File: config.mk
export PLATFORM = sky130hd
export DESIGN_NAME = uart_tx_param
export DESIGN_NICKNAME = d
export VERILOG_FILES = /design/src/rtl/uart_pkg.sv /design/src/rtl/uart_tx_fifo.sv /design/src/rtl/uart_tx_param.sv
export SDC_FILE = /design/constraint.sdc
export NUM_CORES = 1
export LEC_CHECK = 0
export CORE_MARGIN = 1.5
export CORE_UTILIZATION = 45
export CTS_CLUSTER_SIZE = 25
export DETAILED_ROUTE_END_ITERATION = 16
export PLACE_DENSITY = 0.71
export SLEW_MARGIN = 0
export SYNTH_ARGS = -nofsm -noshare
export SYNTH_HDL_FRONTEND = slang
export SYNTH_SLANG_ARGS = --single-unit
File: constraint.sdc
create_clock -name clk -period 5.2 [get_ports clk]
set_clock_uncertainty 0.05 [all_clocks]
set_input_delay 0.52 -clock clk [delete_from_list [all_inputs] [get_ports clk]]
set_output_delay 0.52 -clock clk [all_outputs]
set_load 0.05 [all_outputs]
File: src/rtl/uart_pkg.sv
// rtl/uart_pkg.sv - shared constants, FSM encoding and frame helpers for the UART transmitter
//
// Contents:
//   PAR_NONE / PAR_EVEN / PAR_ODD : run-time parity-mode codes (code 3 behaves as none)
//   MIN_CLKS_PER_BIT              : smallest usable bit period; shorter requests are clamped
//   state_e                       : transmitter FSM state encoding
//   parity_enabled()              : true when a parity bit is appended to the frame
//   frame_bit_periods()           : frame length in bit periods for a given configuration
package uart_pkg;

    localparam logic [1:0] PAR_NONE = 2'd0;
    localparam logic [1:0] PAR_EVEN = 2'd1;
    localparam logic [1:0] PAR_ODD  = 2'd2;

    localparam int MIN_CLKS_PER_BIT = 2;

    typedef enum logic [2:0] {
        ST_IDLE   = 3'd0,
        ST_START  = 3'd1,
        ST_DATA   = 3'd2,
        ST_PARITY = 3'd3,
        ST_STOP   = 3'd4
    } state_e;

    function automatic logic parity_enabled(input logic [1:0] mode);
        return (mode == PAR_EVEN) || (mode == PAR_ODD);
    endfunction

    // start + data + optional parity + one or two stop bits
    function automatic int frame_bit_periods(input int data_bits,
                                             input logic [1:0] mode,
                                             input logic stop2);
        return 1 + data_bits + (parity_enabled(mode) ? 1 : 0) + (stop2 ? 2 : 1);
    endfunction

endpackage

File: src/rtl/uart_tx_fifo.sv
// rtl/uart_tx_fifo.sv - synchronous word FIFO feeding the UART transmitter
//
// Ports:
//   clk        in   system clock
//   reset_n    in   asynchronous active-low reset; empties the FIFO
//   push       in   write request; ignored while full
//   push_data  in   WIDTH-bit word to write
//   pop        in   read request; ignored while empty
//   pop_data   out  word at the head of the FIFO (valid while !empty)
//   full       out  DEPTH words held
//   empty      out  no words held
//   level      out  number of words held, 0..DEPTH
module uart_tx_fifo #(
    parameter  int WIDTH = 8,
    parameter  int DEPTH = 4,
    localparam int PTR_W = $clog2(DEPTH),
    localparam int LVL_W = PTR_W + 1
) (
    input  logic             clk,
    input  logic             reset_n,
    input  logic             push,
    input  logic [WIDTH-1:0] push_data,
    input  logic             pop,
    output logic [WIDTH-1:0] pop_data,
    output logic             full,
    output logic             empty,
    output logic [LVL_W-1:0] level
);

    logic [WIDTH-1:0] mem_q [DEPTH];
    logic [PTR_W-1:0] wr_ptr_q, wr_ptr_d;
    logic [PTR_W-1:0] rd_ptr_q, rd_ptr_d;
    logic [LVL_W-1:0] count_q, count_d;
    logic             do_push;
    logic             do_pop;

    // Flags come from the registered count only, so a word pushed this
    // cycle cannot be popped until the following edge.
    assign full     = (count_q == LVL_W'(DEPTH));
    assign empty    = (count_q == '0);
    assign level    = count_q;
    assign pop_data = mem_q[rd_ptr_q];

    assign do_push  = push & ~full;
    assign do_pop   = pop & ~empty;

    // Pointers wrap naturally because DEPTH is a power of two.
    always_comb begin
        wr_ptr_d = wr_ptr_q;
        rd_ptr_d = rd_ptr_q;
        count_d  = count_q;
        if (do_push) begin
            wr_ptr_d = wr_ptr_q + PTR_W'(1);
        end
        if (do_pop) begin
            rd_ptr_d = rd_ptr_q + PTR_W'(1);
        end
        case ({do_push, do_pop})
            2'b10:   count_d = count_q + LVL_W'(1);
            2'b01:   count_d = count_q - LVL_W'(1);
            default: count_d = count_q;
        endcase
    end

    always_ff @(posedge clk or negedge reset_n) begin
        if (!reset_n) begin
            wr_ptr_q <= '0;
            rd_ptr_q <= '0;
            count_q  <= '0;
        end else begin
            wr_ptr_q <= wr_ptr_d;
            rd_ptr_q <= rd_ptr_d;
            count_q  <= count_d;
        end
    end

    // Storage needs no reset: contents are only read behind a non-zero count.
    always_ff @(posedge clk) begin
        if (do_push) begin
            mem_q[wr_ptr_q] <= push_data;
        end
    end

endmodule

File: src/rtl/uart_tx_param.sv
// rtl/uart_tx_param.sv - parametrised UART transmitter with input FIFO and run-time frame config
//
// Ports:
//   clk             in   system clock
//   reset_n         in   asynchronous active-low reset; aborts any frame, empties FIFO
//   i_valid         in   producer has a word on i_data
//   i_data          in   DATA_BITS word to send, LSB first
//   o_ready         out  FIFO can accept a word (transfer on i_valid & o_ready)
//   i_clks_per_bit  in   bit period in clk cycles; 0 and 1 behave as 2
//   i_parity_mode   in   0 none, 1 even, 2 odd, 3 none
//   i_stop2         in   0 one stop bit, 1 two stop bits
//   o_tx            out  serial line, idle high
//   o_active        out  high while any frame bit is on the line
//   o_done          out  one-cycle pulse after each completed frame
//   o_fifo_level    out  words currently queued
module uart_tx_param
    import uart_pkg::*;
#(
    parameter  int DATA_BITS  = 8,
    parameter  int FIFO_DEPTH = 4,
    parameter  int DIV_W      = 16,
    localparam int LVL_W      = $clog2(FIFO_DEPTH) + 1
) (
    input  logic                 clk,
    input  logic                 reset_n,
    input  logic                 i_valid,
    input  logic [DATA_BITS-1:0] i_data,
    output logic                 o_ready,
    input  logic [DIV_W-1:0]     i_clks_per_bit,
    input  logic [1:0]           i_parity_mode,
    input  logic                 i_stop2,
    output logic                 o_tx,
    output logic                 o_active,
    output logic                 o_done,
    output logic [LVL_W-1:0]     o_fifo_level
);

    localparam int IDX_W = $clog2(DATA_BITS);
    localparam int CNT_W = DIV_W + 1;

    // FIFO interface
    logic                 fifo_pop;
    logic [DATA_BITS-1:0] fifo_data;
    logic                 fifo_full;
    logic                 fifo_empty;
    logic [LVL_W-1:0]     fifo_level;

    // Frame state
    state_e               state_q, state_d;
    logic                 tx_q, tx_d;
    logic                 active_q, active_d;
    logic                 done_q, done_d;
    logic [CNT_W-1:0]     cnt_q, cnt_d;
    logic [IDX_W-1:0]     idx_q, idx_d;
    logic [DATA_BITS-1:0] data_q, data_d;

    // Configuration latched at the start of each frame
    logic [DIV_W-1:0]     cpb_q, cpb_d;
    logic [1:0]           par_q, par_d;
    logic                 stop2_q, stop2_d;

    logic [DIV_W-1:0]     cpb_new;
    logic                 bit_last;
    logic                 stop_last;
    logic                 parity_bit;
    logic                 start_frame;

    uart_tx_fifo #(
        .WIDTH (DATA_BITS),
        .DEPTH (FIFO_DEPTH)
    ) u_fifo (
        .clk       (clk),
        .reset_n   (reset_n),
        .push      (i_valid),
        .push_data (i_data),
        .pop       (fifo_pop),
        .pop_data  (fifo_data),
        .full      (fifo_full),
        .empty     (fifo_empty),
        .level     (fifo_level)
    );

    assign o_ready      = ~fifo_full;
    assign o_fifo_level = fifo_level;
    assign o_tx         = tx_q;
    assign o_active     = active_q;
    assign o_done       = done_q;

    assign cpb_new = (i_clks_per_bit < DIV_W'(MIN_CLKS_PER_BIT))
                   ? DIV_W'(MIN_CLKS_PER_BIT) : i_clks_per_bit;

    // The counter is one bit wider than the divisor so the double stop
    // period (2*CPB) still fits.
    assign bit_last  = (cnt_q == ({1'b0, cpb_q} - CNT_W'(1)));
    assign stop_last = (cnt_q == ((stop2_q ? {cpb_q, 1'b0} : {1'b0, cpb_q}) - CNT_W'(1)));

    assign parity_bit = (^data_q) ^ (par_q == PAR_ODD);

    always_comb begin
        state_d     = state_q;
        tx_d        = tx_q;
        active_d    = active_q;
        done_d      = 1'b0;
        cnt_d       = cnt_q + CNT_W'(1);
        idx_d       = idx_q;
        data_d      = data_q;
        cpb_d       = cpb_q;
        par_d       = par_q;
        stop2_d     = stop2_q;
        fifo_pop    = 1'b0;
        start_frame = 1'b0;

        case (state_q)
            ST_IDLE: begin
                tx_d  = 1'b1;
                cnt_d = '0;
                if (!fifo_empty) begin
                    start_frame = 1'b1;
                end
            end

            ST_START: begin
                if (bit_last) begin
                    cnt_d   = '0;
                    idx_d   = '0;
                    tx_d    = data_q[0];
                    state_d = ST_DATA;
                end
            end

            ST_DATA: begin
                if (bit_last) begin
                    cnt_d = '0;
                    if (idx_q == IDX_W'(DATA_BITS - 1)) begin
                        if (parity_enabled(par_q)) begin
                            tx_d    = parity_bit;
                            state_d = ST_PARITY;
                        end else begin
                            tx_d    = 1'b1;
                            state_d = ST_STOP;
                        end
                    end else begin
                        idx_d = idx_q + IDX_W'(1);
                        tx_d  = data_q[idx_q + IDX_W'(1)];
                    end
                end
            end

            ST_PARITY: begin
                if (bit_last) begin
                    cnt_d   = '0;
                    tx_d    = 1'b1;
                    state_d = ST_STOP;
                end
            end

            ST_STOP: begin
                if (stop_last) begin
                    done_d = 1'b1;
                    cnt_d  = '0;
                    if (!fifo_empty) begin
                        // Next start bit follows the last stop cycle directly.
                        start_frame = 1'b1;
                    end else begin
                        tx_d     = 1'b1;
                        active_d = 1'b0;
                        state_d  = ST_IDLE;
                    end
                end
            end

            default: begin
                tx_d     = 1'b1;
                active_d = 1'b0;
                cnt_d    = '0;
                state_d  = ST_IDLE;
            end
        endcase

        // Shared frame launch from IDLE or from the end of STOP.
        if (start_frame) begin
            fifo_pop = 1'b1;
            data_d   = fifo_data;
            cpb_d    = cpb_new;
            par_d    = i_parity_mode;
            stop2_d  = i_stop2;
            tx_d     = 1'b0;
            active_d = 1'b1;
            cnt_d    = '0;
            state_d  = ST_START;
        end
    end

    always_ff @(posedge clk or negedge reset_n) begin
        if (!reset_n) begin
            state_q  <= ST_IDLE;
            tx_q     <= 1'b1;
            active_q <= 1'b0;
            done_q   <= 1'b0;
            cnt_q    <= '0;
            idx_q    <= '0;
            data_q   <= '0;
            cpb_q    <= DIV_W'(MIN_CLKS_PER_BIT);
            par_q    <= PAR_NONE;
            stop2_q  <= 1'b0;
        end else begin
            state_q  <= state_d;
            tx_q     <= tx_d;
            active_q <= active_d;
            done_q   <= done_d;
            cnt_q    <= cnt_d;
            idx_q    <= idx_d;
            data_q   <= data_d;
            cpb_q    <= cpb_d;
            par_q    <= par_d;
            stop2_q  <= stop2_d;
        end
    end

endmodule

Word level (Yosys, flattened, before mapping)
Memories as Yosys holds them, arrays and structs flattened. A register that Yosys moved wholly into a read port is not among the register bits.
Cells that the tools add are included.
{"block": "word_totals", "regBits": 52, "ram_bits": 32, "input_bits": 30, "out_inout_bits": 7, "wordCells": 107, "n_memories": 1}
{"block": "op_classes", "n_addsub": 8, "order_cmp": 2, "eq_ne": 23, "n_mux": 43, "bitwise": 5, "n_reduce_logical": 13}
{"name": "u_fifo.mem_q", "words": 4, "word_bits": 8, "rd": 1, "rd_clocked_by_memory_dff": 1, "wr": 1, "line_no": "uart_tx_fifo.sv:30", "rtl": "logic [WIDTH-1:0] mem_q [DEPTH];"}
{"cell": "$mux W17", "n": 4}
{"cell": "$eq A17 B17 Y1", "n": 2}
{"cell": "$pmux W17 S2", "n": 1}
{"cell": "$mux W3", "n": 11}
{"cell": "$mux W1", "n": 19}
{"cell": "$ne A3 B3 Y1 const B", "n": 6}
{"cell": "$add A17 B1 Y17 const B", "n": 1}
{"cell": "$sub A16 B1 Y17 const B", "n": 1}
{"cell": "$sub A17 B1 Y17 const B", "n": 1}
{"cell": "$lt A16 B2 Y1 const B", "n": 1}
{"cell": "$mux W16", "n": 1}
{"cell": "$pmux W3 S5", "n": 1}
{"cell": "$pmux W3 S2", "n": 2}
{"cell": "$eq A3 B3 Y1 const B", "n": 3}
{"cell": "$ne A2 B2 Y1 const B", "n": 4}
{"cell": "$reduce_xor A8 Y1", "n": 1}
{"cell": "$reduce_and A7 Y1", "n": 1}
{"cell": "$add A3 B1 Y3 const B", "n": 2}
{"cell": "$eq A3 B2 Y1 const B", "n": 2}
{"cell": "$logic_not A3 Y1", "n": 2}
{"cell": "$reduce_and A5 Y1", "n": 1}
{"cell": "$add A2 B1 Y2 const B", "n": 2}
{"cell": "$eq A2 B1 Y1 const B", "n": 2}
{"cell": "$eq A2 B2 Y1 const B", "n": 2}
{"cell": "17 further kinds", "n": 21}

Longest topological paths before layout
{"block": "logic_depth", "depth_word": 9, "depth_mapped": 21, "ltp_nobuf": 17}

By module
From an unflattened synthesis, not the netlist that was laid out.
{"block": "unflattened", "hier_cells": 523, "area_unflattened_um2": 5654.2}
{"mod": "uart_tx_param", "instances": 1, "cells_each": 444, "area_per_inst_um2": 4061.4, "seq_area_each_um2": 1328.8}
{"mod": "uart_tx_fifo", "instances": 1, "cells_each": 79, "area_per_inst_um2": 1592.8, "seq_area_each_um2": 1136.1}

Worst setup path before layout
OpenSTA, ideal clock, no wires.
{"block": "synth_timing", "kind": "register to register", "startpoint": "register stop2_q", "endpoint": "register u_fifo.count_q[2], in the netlist u_fifo.level[2]", "setup_ps": 82, "arrival_time_ps": 4333, "t_required_ps": 5068, "path_slack_ps": 735, "stages_incl_launch_ff": 21, "cell_sequence": "dfrtp_1 clkbuf_1 buf_1 mux2i_1 ha_1 nor2b_1 nand2_1 nor4_1 o211ai_1 a211o_1 a2111o_1 o21ba_1 buf_6 buf_6 inv_1 ha_1 inv_1 fa_1 xor2_1 nor2_1 xor2_1"}
{"block": "synth_via", "elab_chain_cells": 9, "elab_cells_between_ends": 11, "cone_classes": "1 x add/sub; 3 x eq/ne; 5 x mux; 1 x bitwise; 1 x reduce/logical"}
{"element": "start, declared", "line_no": "uart_tx_param.sv:60", "rtl": "logic stop2_q, stop2_d;"}
{"element": "start signal, assigned", "line_no": "uart_tx_param.sv:216", "rtl": "stop2_q <= stop2_d;"}
{"element": "$mux W17 (*)", "line_no": "uart_tx_param.sv:95", "rtl": "assign stop_last = (cnt_q == ((stop2_q ? {cpb_q, 1'b0} : {1'b0, cpb_q}) - CNT_W'(1)));"}
{"element": "$sub A17 B1 Y17 (*)", "line_no": "uart_tx_param.sv:95"}
{"element": "$eq A17 B17 Y1 (*)", "line_no": "uart_tx_param.sv:95"}
{"element": "$mux W1 (*)", "line_no": "uart_tx_param.sv:158", "rtl": "if (stop_last) begin"}
{"element": "$pmux W1 S2 (*)", "line_no": "uart_tx_param.sv:113", "rtl": "case (state_q)"}
{"element": "$mux W1 (*)", "line_no": "uart_tx_param.sv:181", "rtl": "if (start_frame) begin"}
{"element": "$and A1 B1 Y1 (*)", "line_no": "uart_tx_fifo.sv:45", "rtl": "assign do_pop = pop & ~empty;"}
{"element": "via u_fifo.do_pop", "line_no": "uart_tx_fifo.sv:35", "rtl": "logic do_pop;"}
{"element": "$eq A2 B1 Y1 / $eq A2 B2 Y1 (equally long branches)", "line_no": "uart_tx_fifo.sv:58", "rtl": "case ({do_push, do_pop})"}
{"element": "$pmux W3 S2 / $reduce_bool A2 Y1 (equally long branches)"}
{"element": "end signal, assigned", "line_no": "uart_tx_fifo.sv:73", "rtl": "count_q <= count_d;"}
{"element": "end, declared", "line_no": "uart_tx_fifo.sv:33", "rtl": "logic [LVL_W-1:0] count_q, count_d;"}
The timed path passes the listed nets; every way through them passes the cells marked *.
A chain may end at the register's enable or synchronous reset.

Worst setup path after layout
{"block": "layout_timing", "startpoint": "register cpb_q[3]", "endpoint": "register u_fifo.count_q[2], in the netlist u_fifo.level[2]"}
{"block": "layout_via", "elab_chain_cells": 9, "elab_cells_between_ends": 11, "cone_classes": "1 x add/sub; 3 x eq/ne; 5 x mux; 1 x bitwise; 1 x reduce/logical"}
{"element": "start, declared", "line_no": "uart_tx_param.sv:58", "rtl": "logic [DIV_W-1:0] cpb_q, cpb_d;"}
{"element": "start signal, assigned", "line_no": "uart_tx_param.sv:203", "rtl": "cpb_q <= DIV_W'(MIN_CLKS_PER_BIT);"}
{"element": "start signal, assigned", "line_no": "uart_tx_param.sv:214", "rtl": "cpb_q <= cpb_d;"}
{"element": "$mux W17 (*)", "line_no": "uart_tx_param.sv:95"}
{"element": "$sub A17 B1 Y17 (*)", "line_no": "uart_tx_param.sv:95"}
{"element": "$eq A17 B17 Y1 (*)", "line_no": "uart_tx_param.sv:95"}
{"element": "$mux W1 (*)", "line_no": "uart_tx_param.sv:158"}
{"element": "$pmux W1 S2 (*)", "line_no": "uart_tx_param.sv:113"}
{"element": "$mux W1 (*)", "line_no": "uart_tx_param.sv:181"}
{"element": "$and A1 B1 Y1 (*)", "line_no": "uart_tx_fifo.sv:45"}
{"element": "via u_fifo.do_pop", "line_no": "uart_tx_fifo.sv:35"}
{"element": "$eq A2 B1 Y1 / $eq A2 B2 Y1 (equally long branches)", "line_no": "uart_tx_fifo.sv:58"}
{"element": "$pmux W3 S2 / $reduce_bool A2 Y1 (equally long branches)"}
Marked as above.

==> out/metrics.csv <==
stage,metric,value,unit
place,DPL Wire Length,8880,um
floorplan,initial core utilization,46.5,%
cts,"Setup Fix Bufs, Post-CTS",0,
floorplan,number of placement rows,40,
worst_setup_path,reg2reg setup slack,810,ps
worst_setup_path,crit path buf inv count,2,
global_route,initial antenna violation count,0,
sta,fin crit period,4390,ps
worst_setup_path,Top delay family on crit path,simple AND/OR/NAND/NOR gates,
pwr,VDD IR max,0.313,mV
routing,wire length per cell,17.2,um
sta,period utilization,84.4,%
pwr,PD cells,592,mW/mm2
worst_setup_path,CP Class,reg2reg,
pwr,Pleak,2.51,nW
yosys,synth unique cells,57,
yosys,post-synthesis mux area share,14.9,%
routing,WL met1,5840,um
routing,Post-route DRC,0,
finish,layout cell share with drive strength beyond 1,13.5,%
job,maxcap violations,0,
yosys,complex-gate fraction of the synthesized area,7.86,%
floorplan,top-level I/O count,37,
global_route,global route total overflow,0,
routing,total number of vias,3940,
worst_setup_path,crit-path max FO,12,
yosys,sequential fraction of the synthesis area,44.0,%
global_route,number of global-route vias before repair,3810,
yosys,post-synthesis simple-gate area fraction,15.6,%
sta,fin. max-slew vios,0,
cts,CTS Buf Count,9,
worst_setup_path,worst r2r src,cpb_q[3]$_DFFE_PN0P_,
yosys,Yosys top cell area share,25.9,%
global_route,Total GRT Usage,19.5,%
routing,number of DRC markers in iteration 0,259,
worst_setup_path,Critical Path AT,4610,ps
routing,Final ANT Viol Nets,0,
yosys,Cells after Synth,517,
cts,CTS tree,yes,
worst_setup_path,Worst path slowest cell,or4_1,
sta,Worst Tran Pin Value,813,ps
worst_setup_path,cell chain of the critical path,"or4_1, or4_1, or3_1, a31oi_1, o32ai_1, or3_1, o21ba_2, inv_1, ha_1, inv_1, fa_1, xor2_1, nor2_1, xor2_1",
yosys,synthesized cell area,0.00560,mm2
cts,Resized cells post-CTS,0,
finish,Layout Utilization,52.6,%
yosys,Most used DFF post-synth,dfrtp_1,
yosys,ys async rst share,65.2,%
sta,Max Fclk,228,MHz
yosys,register bit total from synthesis,92,
worst_setup_path,nature of the critical path endpoint,flip-flop,
yosys,xor and xnor area share after synthesis,10.0,%
yosys,leading area contributor after synthesis,dfrtp_1,
finish,Area growth syn-to-layout,13.1,%
worst_setup_path,Worst R2R Path Depth,14,
routing,drt total wl,12100,um
yosys,"top cells by area, synth","dfrtp_1 (26%), edfxtp_1 (17%), mux2_4 (6.2%), xnor2_1 (5.2%), xor2_1 (4.8%)",
worst_setup_path,crit-path max cell delay,710,ps
cts,CTS Hold Bufs,0,
finish,Diodes inserted,0,
yosys,syn_area_per_cell,10.8,um2
routing,number of detailed-route iterations in the first pass,5,
place,Final GP Congestion,0.900,
cts,CTS Root Cell,clkbuf_16,
sta,setup TNS,0,ps
sta,WHS,290,ps
sta,Final Hold Viols,0,
cts,# H-tree levels,3,
yosys,Synth Warn #,0,
place,Port Buffers,36,
yosys,Post-synth EDFFs,32,
floorplan,core area,0.0121,mm2
worst_setup_path,Worst EP required,5430,ps
worst_setup_path,RR Endpoint,u_fifo.level[2]$_DFFE_PN0P_,
outcome,status,"complete, no violations",
global_route,largest net degree at the start of global routing,61,
place,Place WS,846,ps
routing,met2 WL post-DR,5590,um
sta,RSZ-0062 raised after global routing,false,
floorplan,Die Y,115,um
finish,fin nets,571,
cts,Max clock buf depth,2,
floorplan,die area,0.0131,mm2
sta,Setup-failing EPs final,0,
cts,total clock sinks,92,
yosys,largest family of logic cells by synthesized area,simple AND/OR/NAND/NOR gates,
floorplan,die width,115,um
sta,worst setup margin,814,ps
worst_setup_path,crit path launch type,flip-flop,
yosys,Post-Syn Nets,559,
yosys,adder-cell share of the synthesized area,2.81,%
sta,max_slew headroom,45.4,%
global_route,first-pass GRT wire length,19500,um
routing,met3 wire len,444,um
routing,vias per inst,5.61,
cts,later-pin clock latency in the skew report,350,ps
routing,uppermost layer routed,met4,
min_path,Worst Hold Class,in2async,
cts,clock slew at reported path FFs,80,ps
==> cells in the mapped netlist, drive strengths merged, types with 2 or more instances <==
| cell | count |
|---|---|
| dfrtp | 58 |
| nor2 | 46 |
| mux2 | 33 |
| xnor2 | 33 |
| edfxtp | 32 |
| xor2 | 31 |
| inv | 24 |
| clkbuf | 22 |
| nand3 | 22 |
| nand2 | 20 |
| buf | 16 |
| nor4 | 16 |
| mux2i | 15 |
| a21oi | 12 |
| nor3 | 12 |
| ha | 11 |
| mux4 | 10 |
| nand4 | 9 |
| o21ai | 9 |
| or3 | 8 |
| and3 | 7 |
| nand2b | 6 |
| and2 | 5 |
| nor2b | 5 |
| a211o | 4 |
| a31oi | 4 |
| nor3b | 4 |
| or4 | 4 |
| a22oi | 3 |
| o21a | 3 |
| o31a | 3 |
| o31ai | 3 |
| a2111o | 2 |
| a221oi | 2 |
| and4 | 2 |
| dfstp | 2 |
| o211ai | 2 |
| o21ba | 2 |
| o221ai | 2 |
| o32ai | 2 |
| or2 | 2 |
==> worst max path at each step <==
| stage | slack (ps) | endpoint | start | cells past startpoint |
|---|---|---|---|---|
| global route | 540 | o_tx$_DFFE_PN1P_ | stop2_q$_DFFE_PN0P_ | 12 |
| finish | 810 | u_fifo.level[2]$_DFFE_PN0P_ | cpb_q[3]$_DFFE_PN0P_ | 14 |
| floorplan | 740 | u_fifo.level[2]$_DFFE_PN0P_ | stop2_q$_DFFE_PN0P_ | 20 |
| CTS | 830 | u_fifo.level[2]$_DFFE_PN0P_ | cpb_q[3]$_DFFE_PN0P_ | 14 |
| detailed placement | 850 | u_fifo.level[2]$_DFFE_PN0P_ | cpb_q[3]$_DFFE_PN0P_ | 14 |
| global placement | 940 | u_fifo.level[2]$_DFFE_PN0P_ | cpb_q[3]$_DFFE_PN0P_ | 14 |
==> kinds of logic after synthesis <==
logic type,Yosys count
AOI/OAI and AO/OA,60
xor gates and xnor gates,64
adders and majority gates,12
buffers and inverters,62
DFF,92
muxes,58
and+or+nand+nor,169
==> through the flow <==
stage	cell area (um2)	power, W	std cells
after floorplan	5600	0.00271	517
final	6340	0.00375	702
after CTS	6340	0.00376	702
after detailed placement	6010	0.00305	686
after global placement	6010	0.00300	686
after global routing	6340	0.00399	702
==> final cells by class <==
type	count	area (um2)
tap	168	210
clock buffer	9	225
multi-input combinational	363	2860
clock inverter	7	108
fill	1052	5720
timing repair buffer	39	378
sequential	92	2460
inverter	24	90.1
==> routing by layer <==
| metal | GRT usage (%) | up-vias |
|---|---|---|
| met1 | 27.6 | 1962 |
| li1 | - | 1879 |
| met2 | 30.7 | 85 |
| met5 | 0 | - |
| met3 | 2.59 | 14 |
| met4 | 7.17 | 0 |
==> power by group <==
| part | switching [W] | internal [W] |
|---|---|---|
| Sequential | 0.000353 | 0.000972 |
| Clock | 0.000314 | 0.000391 |
| Combinational | 0.000839 | 0.000882 |
==> cells in the final DEF (no fill, tap or decap), types with 20 or more instances in the layout <==
cell type	count
mux2_4	23
nor2_1	46
edfxtp_1	32
dfrtp_1	58
clkdlybuf4s50_1	35
xnor2_1	33
nand2_1	20
nand3_1	22
inv_1	24
xor2_1	31
==> registers in the layout, indices dropped and copies added (netlist names), 3 cells and up <==
name and count:
u_fifo.mem_q 32, cnt_q 17, cpb_q 16, data_q 8, idx_q 3, state_q 3
u_fifo.level 3
No activity file was read; power rests on OpenSTA's default activity.
